**config.mk**
```make
export PLATFORM = sky130hd
export DESIGN_NAME = avalon_bus_arbiter
export DESIGN_NICKNAME = d
export VERILOG_FILES = /design/src/rtl/avalon_arb_pkg.sv /design/src/rtl/rr_pick2.sv /design/src/rtl/avalon_bus_arbiter.sv
export SDC_FILE = /design/constraint.sdc
export NUM_CORES = 1
export LEC_CHECK = 0
export ABC_AREA = 1
export CORE_MARGIN = 5
export CORE_UTILIZATION = 44
export CTS_CLUSTER_SIZE = 24
export DETAILED_ROUTE_END_ITERATION = 8
export GPL_ROUTABILITY_DRIVEN = 0
export PLACE_DENSITY_LB_ADDON = 0.3
export SLEW_MARGIN = 40
export SYNTH_ARGS = -nofsm -noshare
export SYNTH_HDL_FRONTEND = slang
export SYNTH_HIERARCHICAL = 1
export SYNTH_SLANG_ARGS = --single-unit
```
**constraint.sdc**
```tcl
create_clock -name clk -period 5.2 [get_ports clk]
set_input_delay 0.52 -clock clk [delete_from_list [all_inputs] [get_ports clk]]
set_output_delay 0.52 -clock clk [all_outputs]
set_load 0.01 [all_outputs]
```
**src/rtl/avalon_arb_pkg.sv**
```systemverilog
// Shared types and constants for the two-port Avalon bus arbiter.
package avalon_arb_pkg;

    typedef enum logic [1:0] {
        IDLE = 2'd0,
        BUS  = 2'd1,
        RESP = 2'd2
    } arb_state_t;

    // Requester port indices.
    localparam logic PORT_IFETCH = 1'b0;
    localparam logic PORT_DATA   = 1'b1;

endpackage

```
**src/rtl/rr_pick2.sv**
```systemverilog
// Combinational two-way round-robin winner: a lone requester always wins,
// a tie goes to the port that did not win last time.
module rr_pick2
    import avalon_arb_pkg::*;
(
    input  logic [1:0] req,
    input  logic       last,
    output logic       grant_valid,
    output logic       grant_idx
);

    // Winner selection.
    always_comb begin
        grant_valid = |req;
        grant_idx   = PORT_IFETCH;
        unique case (req)
            2'b01:   grant_idx = PORT_IFETCH;
            2'b10:   grant_idx = PORT_DATA;
            2'b11:   grant_idx = ~last;
            default: grant_idx = PORT_IFETCH;
        endcase
    end

endmodule

```
**src/rtl/avalon_bus_arbiter.sv**
```systemverilog
// Two-requester Avalon-MM master arbiter: round-robin grant, latched request
// held on the bus until waitrequest drops, one-cycle done pulse, and a stall
// watchdog that aborts a transfer with an error.
module avalon_bus_arbiter
    import avalon_arb_pkg::*;
#(
    parameter int unsigned TIMEOUT = 255,
    parameter int unsigned CNT_W   = 8
) (
    input  logic        clk,
    input  logic        reset,
    input  logic        req0,
    input  logic        req1,
    input  logic        we0,
    input  logic        we1,
    input  logic [31:0] addr0,
    input  logic [31:0] addr1,
    input  logic [31:0] wdata0,
    input  logic [31:0] wdata1,
    input  logic [3:0]  be0,
    input  logic [3:0]  be1,
    output logic        done0,
    output logic        done1,
    output logic [31:0] rdata0,
    output logic [31:0] rdata1,
    output logic        err0,
    output logic        err1,
    output logic        busy,
    output logic        owner,
    output logic [31:0] address,
    output logic        read,
    output logic        write,
    output logic [31:0] writedata,
    output logic [3:0]  byteenable,
    input  logic        waitrequest,
    input  logic [31:0] readdata
);

    localparam logic [CNT_W-1:0] TIMEOUT_W = CNT_W'(TIMEOUT);

    arb_state_t        r_state, w_state_d;
    logic              r_owner, w_owner_d;
    logic              r_last,  w_last_d;
    logic              r_we,    w_we_d;
    logic [31:0]       r_addr,  w_addr_d;
    logic [31:0]       r_wdata, w_wdata_d;
    logic [3:0]        r_be,    w_be_d;
    logic [31:0]       r_rdata, w_rdata_d;
    logic              r_err,   w_err_d;
    logic [CNT_W-1:0]  r_cnt,   w_cnt_d;

    logic              w_grant_valid;
    logic              w_grant_idx;
    logic [CNT_W-1:0]  w_cnt_inc;
    logic              w_in_bus;
    logic              w_in_resp;

    rr_pick2 u_rr_pick2 (
        .req         ({req1, req0}),
        .last        (r_last),
        .grant_valid (w_grant_valid),
        .grant_idx   (w_grant_idx)
    );

    // Next-state logic for the FSM and the latched request.
    always_comb begin
        w_state_d = r_state;
        w_owner_d = r_owner;
        w_last_d  = r_last;
        w_we_d    = r_we;
        w_addr_d  = r_addr;
        w_wdata_d = r_wdata;
        w_be_d    = r_be;
        w_rdata_d = r_rdata;
        w_err_d   = r_err;
        w_cnt_d   = r_cnt;
        // Saturating increment so a disabled watchdog never wraps.
        w_cnt_inc = (r_cnt == {CNT_W{1'b1}}) ? r_cnt : r_cnt + 1'b1;

        unique case (r_state)
            IDLE: begin
                if (w_grant_valid) begin
                    w_state_d = BUS;
                    w_owner_d = w_grant_idx;
                    w_last_d  = w_grant_idx;
                    w_we_d    = w_grant_idx ? we1    : we0;
                    w_addr_d  = w_grant_idx ? addr1  : addr0;
                    w_wdata_d = w_grant_idx ? wdata1 : wdata0;
                    w_be_d    = w_grant_idx ? be1    : be0;
                    w_cnt_d   = '0;
                    w_err_d   = 1'b0;
                    w_rdata_d = '0;
                end
            end
            BUS: begin
                if (!waitrequest) begin
                    w_rdata_d = r_we ? 32'h0 : readdata;
                    w_state_d = RESP;
                end else begin
                    w_cnt_d = w_cnt_inc;
                    if ((TIMEOUT != 0) && (w_cnt_inc == TIMEOUT_W)) begin
                        w_err_d   = 1'b1;
                        w_rdata_d = '0;
                        w_state_d = RESP;
                    end
                end
            end
            RESP: begin
                w_state_d = IDLE;
            end
            default: begin
                w_state_d = IDLE;
            end
        endcase
    end

    // State registers; strobes derive from r_state so reset drops them at once.
    always_ff @(posedge clk or negedge reset) begin
        if (!reset) begin
            r_state <= IDLE;
            r_owner <= PORT_IFETCH;
            r_last  <= PORT_DATA;
            r_we    <= 1'b0;
            r_addr  <= '0;
            r_wdata <= '0;
            r_be    <= '0;
            r_rdata <= '0;
            r_err   <= 1'b0;
            r_cnt   <= '0;
        end else begin
            r_state <= w_state_d;
            r_owner <= w_owner_d;
            r_last  <= w_last_d;
            r_we    <= w_we_d;
            r_addr  <= w_addr_d;
            r_wdata <= w_wdata_d;
            r_be    <= w_be_d;
            r_rdata <= w_rdata_d;
            r_err   <= w_err_d;
            r_cnt   <= w_cnt_d;
        end
    end

    // Bus and requester-side outputs decoded from the current state.
    always_comb begin
        w_in_bus   = (r_state == BUS);
        w_in_resp  = (r_state == RESP);
        busy       = (r_state != IDLE);
        owner      = r_owner;
        address    = w_in_bus ? r_addr  : 32'h0;
        writedata  = w_in_bus ? r_wdata : 32'h0;
        byteenable = w_in_bus ? r_be    : 4'h0;
        read       = w_in_bus & ~r_we;
        write      = w_in_bus &  r_we;
        done0      = w_in_resp & (r_owner == PORT_IFETCH);
        done1      = w_in_resp & (r_owner == PORT_DATA);
        err0       = done0 & r_err;
        err1       = done1 & r_err;
        rdata0     = done0 ? r_rdata : 32'h0;
        rdata1     = done1 ? r_rdata : 32'h0;
    end

endmodule

```
# Yosys cells after proc, flatten, opt, wreduce, memory -nomap -nowiden
# Index checks and enable logic that the tools add are counted.
# totals
register_bits	114
# classes
add_sub_neg	1
n_eq_ne	10
bitwise_logic	9
n_mux	27
n_reduce_logical	9
# op_table
cell	n
two-way mux 32 bit	10
case mux 32 bit (2 select lines)	1
two-way mux 8 bit	3
equality test 8 bit, second input constant	2
case mux 8 bit (2 select lines)	1
adder 8 x 1 -> 8 bit, second input constant	1
two-way mux 4 bit	2
bitwise AND 1 bit	6
equality test 2 bit, second input constant	3
two-way mux 2 bit	3
AND reduction 3 bit	2
two-way mux 1 bit	4
inequality test 2 x 1 -> 1 bit, second input constant	2
case mux 1 bit (2 select lines)	2
case mux 2 bit (2 select lines)	1
AND reduction 2 bit	2
AND reduction 4 bit	1
nonzero test 2 bit	2
inequality test 3 x 2 -> 1 bit, second input constant	1
inverter 1 bit	3
equality test 2 x 1 -> 1 bit, second input constant	1
logical NOT 2 bit	1
inequality test 2 bit, second input constant	1
OR reduction 2 bit	1

# Depth between registers and ports, before layout
# Gate-level depths: netlist (run 1).
# depth
word_depth	6
ltp_mapped	14
ltp_nobuf	13

# By module
# Netlist (run 1), hierarchy kept.
# by_module_without_submodules
module	cells_each	n_inst	area_each_um2	seq_area_each_um2
avalon_bus_arbiter	872	1	6159.7	2854.0
rr_pick2	3	1	15.0	0.0

# Worst setup path before layout (run 1)
# Ideal clock, no wire load.
# synth_path
path_type	reg2out
start	register r_owner (netlist: owner)
end	output rdata0[10]
arrival_ns	1.333
t_required_ns	4.680
path_slack_ns	3.347
path_stages_with_launch	5
cell_sequence	dfrtp_1 > nor3_1 > inv_1 > clkbuf_1 > nor2_1
# synth_via
elab_chain_cells	3
# synth_lines
element	line_no	text
from (decl)	avalon_bus_arbiter.sv:42	logic r_owner, w_owner_d;
from (signal assigned)	avalon_bus_arbiter.sv:132	r_owner <= w_owner_d;
inverter 1 bit	avalon_bus_arbiter.sv:155	done0 = w_in_resp & (r_owner == PORT_IFETCH);
bitwise AND 1 bit	avalon_bus_arbiter.sv:155	
net done0	avalon_bus_arbiter.sv:22	output logic done0,
two-way mux 32 bit	avalon_bus_arbiter.sv:159	rdata0 = done0 ? r_rdata : 32'h0;
to (decl)	avalon_bus_arbiter.sv:24	output logic [31:0] rdata0,
# The timed path passes the listed nets, and every way through them passes these cells.

# Worst setup path after layout (run 1)
# layout_path
start	register r_state[0]
end	output address[0]
# layout_via
elab_chain_cells	2
# layout_lines
element	line_no	text
from (decl)	avalon_bus_arbiter.sv:41	arb_state_t r_state, w_state_d;
from (signal assigned)	avalon_bus_arbiter.sv:131	r_state <= w_state_d;
equality test 2 x 1 -> 1 bit	avalon_bus_arbiter.sv:146	w_in_bus = (r_state == BUS);
two-way mux 32 bit	avalon_bus_arbiter.sv:150	address = w_in_bus ? r_addr : 32'h0;
to (decl)	avalon_bus_arbiter.sv:30	output logic [31:0] address,
# Every way passes these cells.

==> out/results.ini, run 1 <==
[run_status]
status = completed

[timing]
finalSetupTns_ns = 0
slew_violations = 0
fin_worst_skew_ns = 0.005899
maxSlewHeadroom = 0.4774
period_needed_ns = 3.125
rsz0062_at_grt = no
period_share = 0.6010
finalSetupViolations = 0
hold_viol = 0
holdWs_ns = 0.09230
max_clock_freq_mhz = 320.0
tightest_slew_ns = 0.7828

[worst_setup_path]
criticalPathCategory = flip-flop to output port
crit_family = buffers and inverters
crit_buf_inv = 4
crit_top_cell = nor2_1
cp_slowest_cell = inv_2
crit_path_max_incr_delay_ns = 0.56
cp_data_required_time_ns = 4.68
worstPathMaxFanout = 43
worstPathArrival_ns = 2.60
start_kind = flip-flop
worstSetupEndpointType = output port
crit_chain = inv_1 -> nor2_1 -> inv_2 -> buf_4 -> nor2_1 -> clkdlybuf4s50_1

[logic_synthesis]
ys_ff_latch = 114
syn_nets = 1051
synth_cells = 875
yosys.area.top_type_share = 0.4580
synthDistinctLibCells = 24
synthArstFlopShare = 1.000
synth_flop_cell = dfrtp_1
synth_area_per_cell_um2 = 7.057
synth-edff-count = 0
ys_seq_area_frac = 0.4622
yosys.area.top_type = dfrtp_1
synth_area_leaders = dfrtp_1, nand2_1, inv_1, nor2_1, o211ai_1
yosysMostFrequentCell = nand2_1
synth_commonest_cells = nand2_1, inv_1, nor2_1
yosys_warnings = 6
synth_area_um2 = 6175

[cts]
cts_tree = built
postCtsSetupBuffers = 0
htree_levels = 4
clkSinkCount = 114
path_clk_slew_ns = 0.05
cts_hold_buf = 0
cts_buffers = 17
cts-root-buf = clkbuf_16
clk_latency_ns = 0.40
ctsResizeCount = 0
clk_path_buf_depth = 2

[route]
routed_wl_mm = 19.63
drtIter0Drc = 394
wl_per_cell_um = 14.46
vias_per_cell = 4.769
drt-pass1-iter-count = 5
route.detailed.drc = 0
via_count = 6472
ant_nets = 0

[power]
finalPower_mw = 4.553
power_density_nw_per_um2 = 458.3
leakage_nw = 4.592
peakVddDrop_mv = 0.2339

[hold_path]
hold_path_class = input pin to async pin

[global_routing]
grt_max_degree = 92
antenna_found_initial = 0
grtUsageTotal = 0.2376
grt_pass1_wl_mm = 31.19
grt_pass1_vias = 6354
overflow = 0

[layout]
drive_gt1_frac = 0.04163
diodes = 0
fin_nets = 1341
synthToLayoutAreaGrowth_pct = 60.89

[die]
core_um2 = 13830
die_w_um = 128.5
initial_utilization = 0.4466
row_count = 43
die_area_um2 = 16500
die_h_um = 128.5
io_pins = 315

[placed_design]
port_buffers = 314
dp_hpwl_mm = 14.80

[flow_run]
cap_violations = 0

==> cell families (layout without fill, tap and decap cells) <==
logic type,count (synthesis),count (layout),synth area share
compound gates,151,151,0.1504
xor+xnor,1,1,0.001419
fa+ha+maj,1,1,0.002026
buf+inv,237,539,0.1493
flops,114,114,0.4622
simple gates,371,371,0.2346
==> sequential cells by signal, summed over array words and instances (netlist names) <==
register,cells
r_last,1
owner,1
r_we,1
r_state,2
r_rdata,32
r_cnt,8
r_be,4
r_addr,32
r_wdata,32
r_err,1
==> metrics by stage <==
stage	setup slack [ns]	instances	area, um2	utilization
global placement	1.977	1326	9387	0.6789
floorplan	3.347	875	6175	-
finish	2.075	1357	9935	0.7185
global route	1.847	1357	9935	0.7185
detailed placement	2.393	1326	9390	0.6791
CTS	2.003	1357	9931	0.7182
==> path summary, 6_finish.rpt <==
| kind | from | end | slack (ns) | depth (start not counted) |
|---|---|---|---|---|
| max | r_state[0]$_DFFE_PN0P_ | address[0] | 2.08 | 6 |
| min | reset | r_rdata[14]$_DFFE_PN0P_ | 0.09 | 1 |
| max reg2reg | r_state[0]$_DFFE_PN0P_ | r_rdata[24]$_DFFE_PN0P_ | 3.05 | 8 |
| min reg2reg | r_rdata[25]$_DFFE_PN0P_ | r_rdata[25]$_DFFE_PN0P_ | 0.47 | 2 |
| max in group asynchronous | reset | r_wdata[4]$_DFFE_PN0P_ | 4.04 | 2 |
| min in group clk | r_rdata[25]$_DFFE_PN0P_ | r_rdata[25]$_DFFE_PN0P_ | 0.47 | 2 |
==> routing by layer <==
layer / up-vias / GRT usage / routed length (um)
li1: 3226 / - / -
met1: 2955 / 0.2633 / 7090
met2: 250 / 0.4094 / 9834
met3: 41 / 0.09215 / 2034
met4: 0 / 0.09613 / 667
met5: - / 0 / 0
==> cells in the final DEF, fill, tap and decap left out, drive strengths merged, types with 3 or more instances in the layout <==
master	count
nor3	3
clkdlybuf4s50	313
nand3	12
a21oi	3
o211ai	69
o21ai	79
nor2	145
dfrtp	113
clkinv	7
buf	7
inv	186
nand2	209
clkbuf	25
==> power breakdown <==
| part | total, mW | switching [mW] | internal [mW] |
|---|---|---|---|
| combinational | 2.05 | 1.17 | 0.874 |
| sequential | 1.44 | 0.154 | 1.28 |
| clock | 1.07 | 0.382 | 0.687 |
==> layout make-up <==
class                      count  area [um2]
tap                          180       225.2
sequential                   114        2854
timing repair buffer         320        3189
clock buffer                  25       485.5
multi-input combinational    524        2415
inverter                     188       710.7
fill                        1147        3892
clock inverter                 6       55.05
Note: power is estimated with default switching activity, not from simulation.
==> run 2: changes to the inputs <==
--- a/config.mk
+++ b/config.mk
@@ -7,7 +7,7 @@
 export LEC_CHECK = 0
 export ABC_AREA = 1
 export CORE_MARGIN = 5
-export CORE_UTILIZATION = 44
+export CORE_UTILIZATION = 37
 export CTS_CLUSTER_SIZE = 24
 export DETAILED_ROUTE_END_ITERATION = 8
 export GPL_ROUTABILITY_DRIVEN = 0
==> constraint.sdc (replaced) <==
create_clock -name clk -period 2.7 [get_ports clk]
set_input_delay 0.27 -clock clk [delete_from_list [all_inputs] [get_ports clk]]
set_output_delay 0.27 -clock clk [all_outputs]
set_load 0.01 [all_outputs]
==> out/results.ini, run 2 (synthesized netlist as in run 1, its figures left out) <==
[die]
die_h_um = 139.2  ; +8.3%
row_count = 47  ; +9.3%
initial_utilization = 0.3750  ; -0.07157
core_um2 = 16470  ; +19%
io_pins = 315  ; unchanged
die_area_um2 = 19370  ; +17%
die_w_um = 139.2  ; +8.3%

[worst_setup_path]
worstSetupEndpointType = output port
rrSetupSlack_ns = 0.65  ; -2.40 ns
cp_data_required_time_ns = 2.43  ; -2.25 ns
r2r-start = r_cnt[1]$_DFFE_PN0P_
start_kind = flip-flop
r2r-end = r_rdata[5]$_DFFE_PN0P_
worstPathMaxFanout = 25  ; -42%
criticalPathCategory = flip-flop to output port
worstPathArrival_ns = 2.22  ; -0.38 ns
r2r_cells = 12  ; +4

[timing]
rsz0062_at_grt = no
holdWs_ns = 0.4037  ; +0.3114 ns
period_needed_ns = 2.488
finalSetupViolations = 0  ; unchanged
hold_viol = 0  ; unchanged
maxSlewHeadroom = 0.5968  ; +0.1194
finalSetupTns_ns = 0  ; unchanged
slew_violations = 0  ; unchanged
period_share = 0.9215
fin_worst_skew_ns = 0.006795  ; +0.0008965 ns
max_clock_freq_mhz = 401.9
tightest_slew_ns = 0.6048  ; -0.1780 ns
fin_ws_ns = 0.2119  ; -1.863 ns

[layout]
final_common_cell = clkdlybuf4s50_1
final_util = 0.6164  ; -0.1021
layout_common_cells = clkdlybuf4s50_1, nand2_1, inv_1
diodes = 0  ; unchanged
drive_gt1_frac = 0.04653  ; +0.004900
top_regs = r_addr x32, r_rdata x32, r_wdata x32
synthToLayoutAreaGrowth_pct = 64.38
stdcell_area_um2 = 10150  ; +2.2%
fin_nets = 1345  ; +0.30%

[flow_run]
cap_violations = 0  ; unchanged

[power]
p_comb_frac = 0.442  ; -0.008
p_seq_frac = 0.300  ; -0.015
leakage_nw = 4.655  ; +1.4%
clkPwrFrac = 0.259  ; +0.024
power_density_nw_per_um2 = 902.8  ; +97%
p_int_mw = 5.832  ; +110%
switching_share = 0.3635  ; -0.01195
peakVddDrop_mv = 0.6645  ; +180%
switching_power_mw = 3.331  ; +95%

[global_routing]
grt_max_degree = 140  ; +52%
grtUsageTotal = 0.1947  ; -0.04285
grt_pass1_wl_mm = 30.43  ; -2.5%
grt_pass1_vias = 6024  ; -5.2%
overflow = 0  ; unchanged
antenna_found_initial = 0  ; unchanged

[route]
vias_per_cell = 4.529  ; -5.0%
route.detailed.drc = 0  ; unchanged
drtIter0Drc = 301  ; -24%
via_count = 6349  ; -1.9%
wl_per_cell_um = 13.66  ; -5.6%
drt-pass1-iter-count = 6  ; +1
ant_nets = 0  ; unchanged
routed_wl_mm = 19.15  ; -2.4%

[cts]
cts_buffers = 17  ; unchanged
cts-root-buf = clkbuf_16
clk_path_buf_depth = 2  ; unchanged
clkSinkCount = 114  ; unchanged
path_clk_slew_ns = 0.05  ; about the same
cts_hold_buf = 1  ; +1
ctsResizeCount = 0  ; unchanged
clk_latency_ns = 0.41  ; about the same
htree_levels = 4  ; unchanged
cts_tree = built
postCtsSetupBuffers = 0  ; unchanged

[hold_path]
worstHoldStart = readdata[11]
hold_end = r_rdata[11]$_DFFE_PN0P_
hold_path_class = input pin to flip-flop
min_path_cells = 3

[placed_design]
place_area_um2 = 9509  ; +1.3%
port_buffers = 314  ; unchanged
dp_hpwl_mm = 14.42  ; -2.6%
pre_cts_ws_ns = 0.5865  ; -1.807 ns

[run_status]
status = completed

-- run 2: cell count changes in the layout (fill, tap and decap cells not counted) --
cell	delta
buf_12	+4
bufinv_16	+3
clkinvlp_4	+3
clkbuf_1	-2
clkinv_2	-2
buf_6	-1
clkinv_4	-1
dlygate4sd3_1	+1
-- run 2: final cells by class --
type / count / area, um2
flip-flops and latches: 114 / 2854
multi-input cells: 524 / 2415
repair buffers: 324 / 3268
clock buffers: 23 / 478.0
clock inverters: 9 / 152.6
fillers: 1477 / 6316
well taps: 220 / 275.3
inverters: 188 / 706.9
-- run 2: through the flow --
step | power (mW) | std cells
floorplan | 4.948 | 875
global placement | 6.810 | 1369
detailed placement | 6.861 | 1369
CTS | 9.306 | 1402
global route | 9.872 | 1402
finish | 9.163 | 1402
-- run 2: power by group through the flow --
| stage | clock [mW] | sequential (mW) | combinational [mW] |
|---|---|---|---|
| floorplan | 0 | 2.69 | 2.25 |
| global placement | 0 | 2.75 | 4.06 |
| detailed placement | 0 | 2.77 | 4.09 |
| CTS | 2.43 | 2.75 | 4.13 |
| global route | 2.50 | 2.82 | 4.55 |
| finish | 2.37 | 2.75 | 4.05 |
-- run 2: per-layer routing --
metal | vias to the layer above | share of wire | global-route usage
met5 | - | 0 | 0
met4 | 0 | 0.016 | 0.06334
met3 | 23 | 0.092 | 0.07103
met2 | 241 | 0.48 | 0.3347
met1 | 2846 | 0.41 | 0.2263
li1 | 3239 | - | -
-- run 2: worst max path at each step --
| stage | slack (ns) | from | cells after the start | end |
|---|---|---|---|---|
| after floorplan | 0.99 | r_cnt[1]$_DFFE_PN0P_ | 13 | r_rdata[10]$_DFFE_PN0P_ |
| final | 0.21 | r_state[0]$_DFFE_PN0P_ | 6 | address[0] |
| after CTS | 0.12 | r_state[0]$_DFFE_PN0P_ | 6 | address[0] |
| after detailed placement | 0.59 | r_state[0]$_DFFE_PN0P_ | 6 | address[0] |
| after global routing | 0.06 | r_state[0]$_DFFE_PN0P_ | 6 | address[0] |
| after global placement | 0.59 | r_state[0]$_DFFE_PN0P_ | 4 | rdata1[15] |
-- run 2: critical path: stages (launching register included) --
cell             delay, ns
dfrtp_1               0.39
inv_1                 0.05
nor2_1                0.15
inv_2                 0.12
buf_4                 0.23
nor2_1                0.25
clkdlybuf4s50_1       0.63
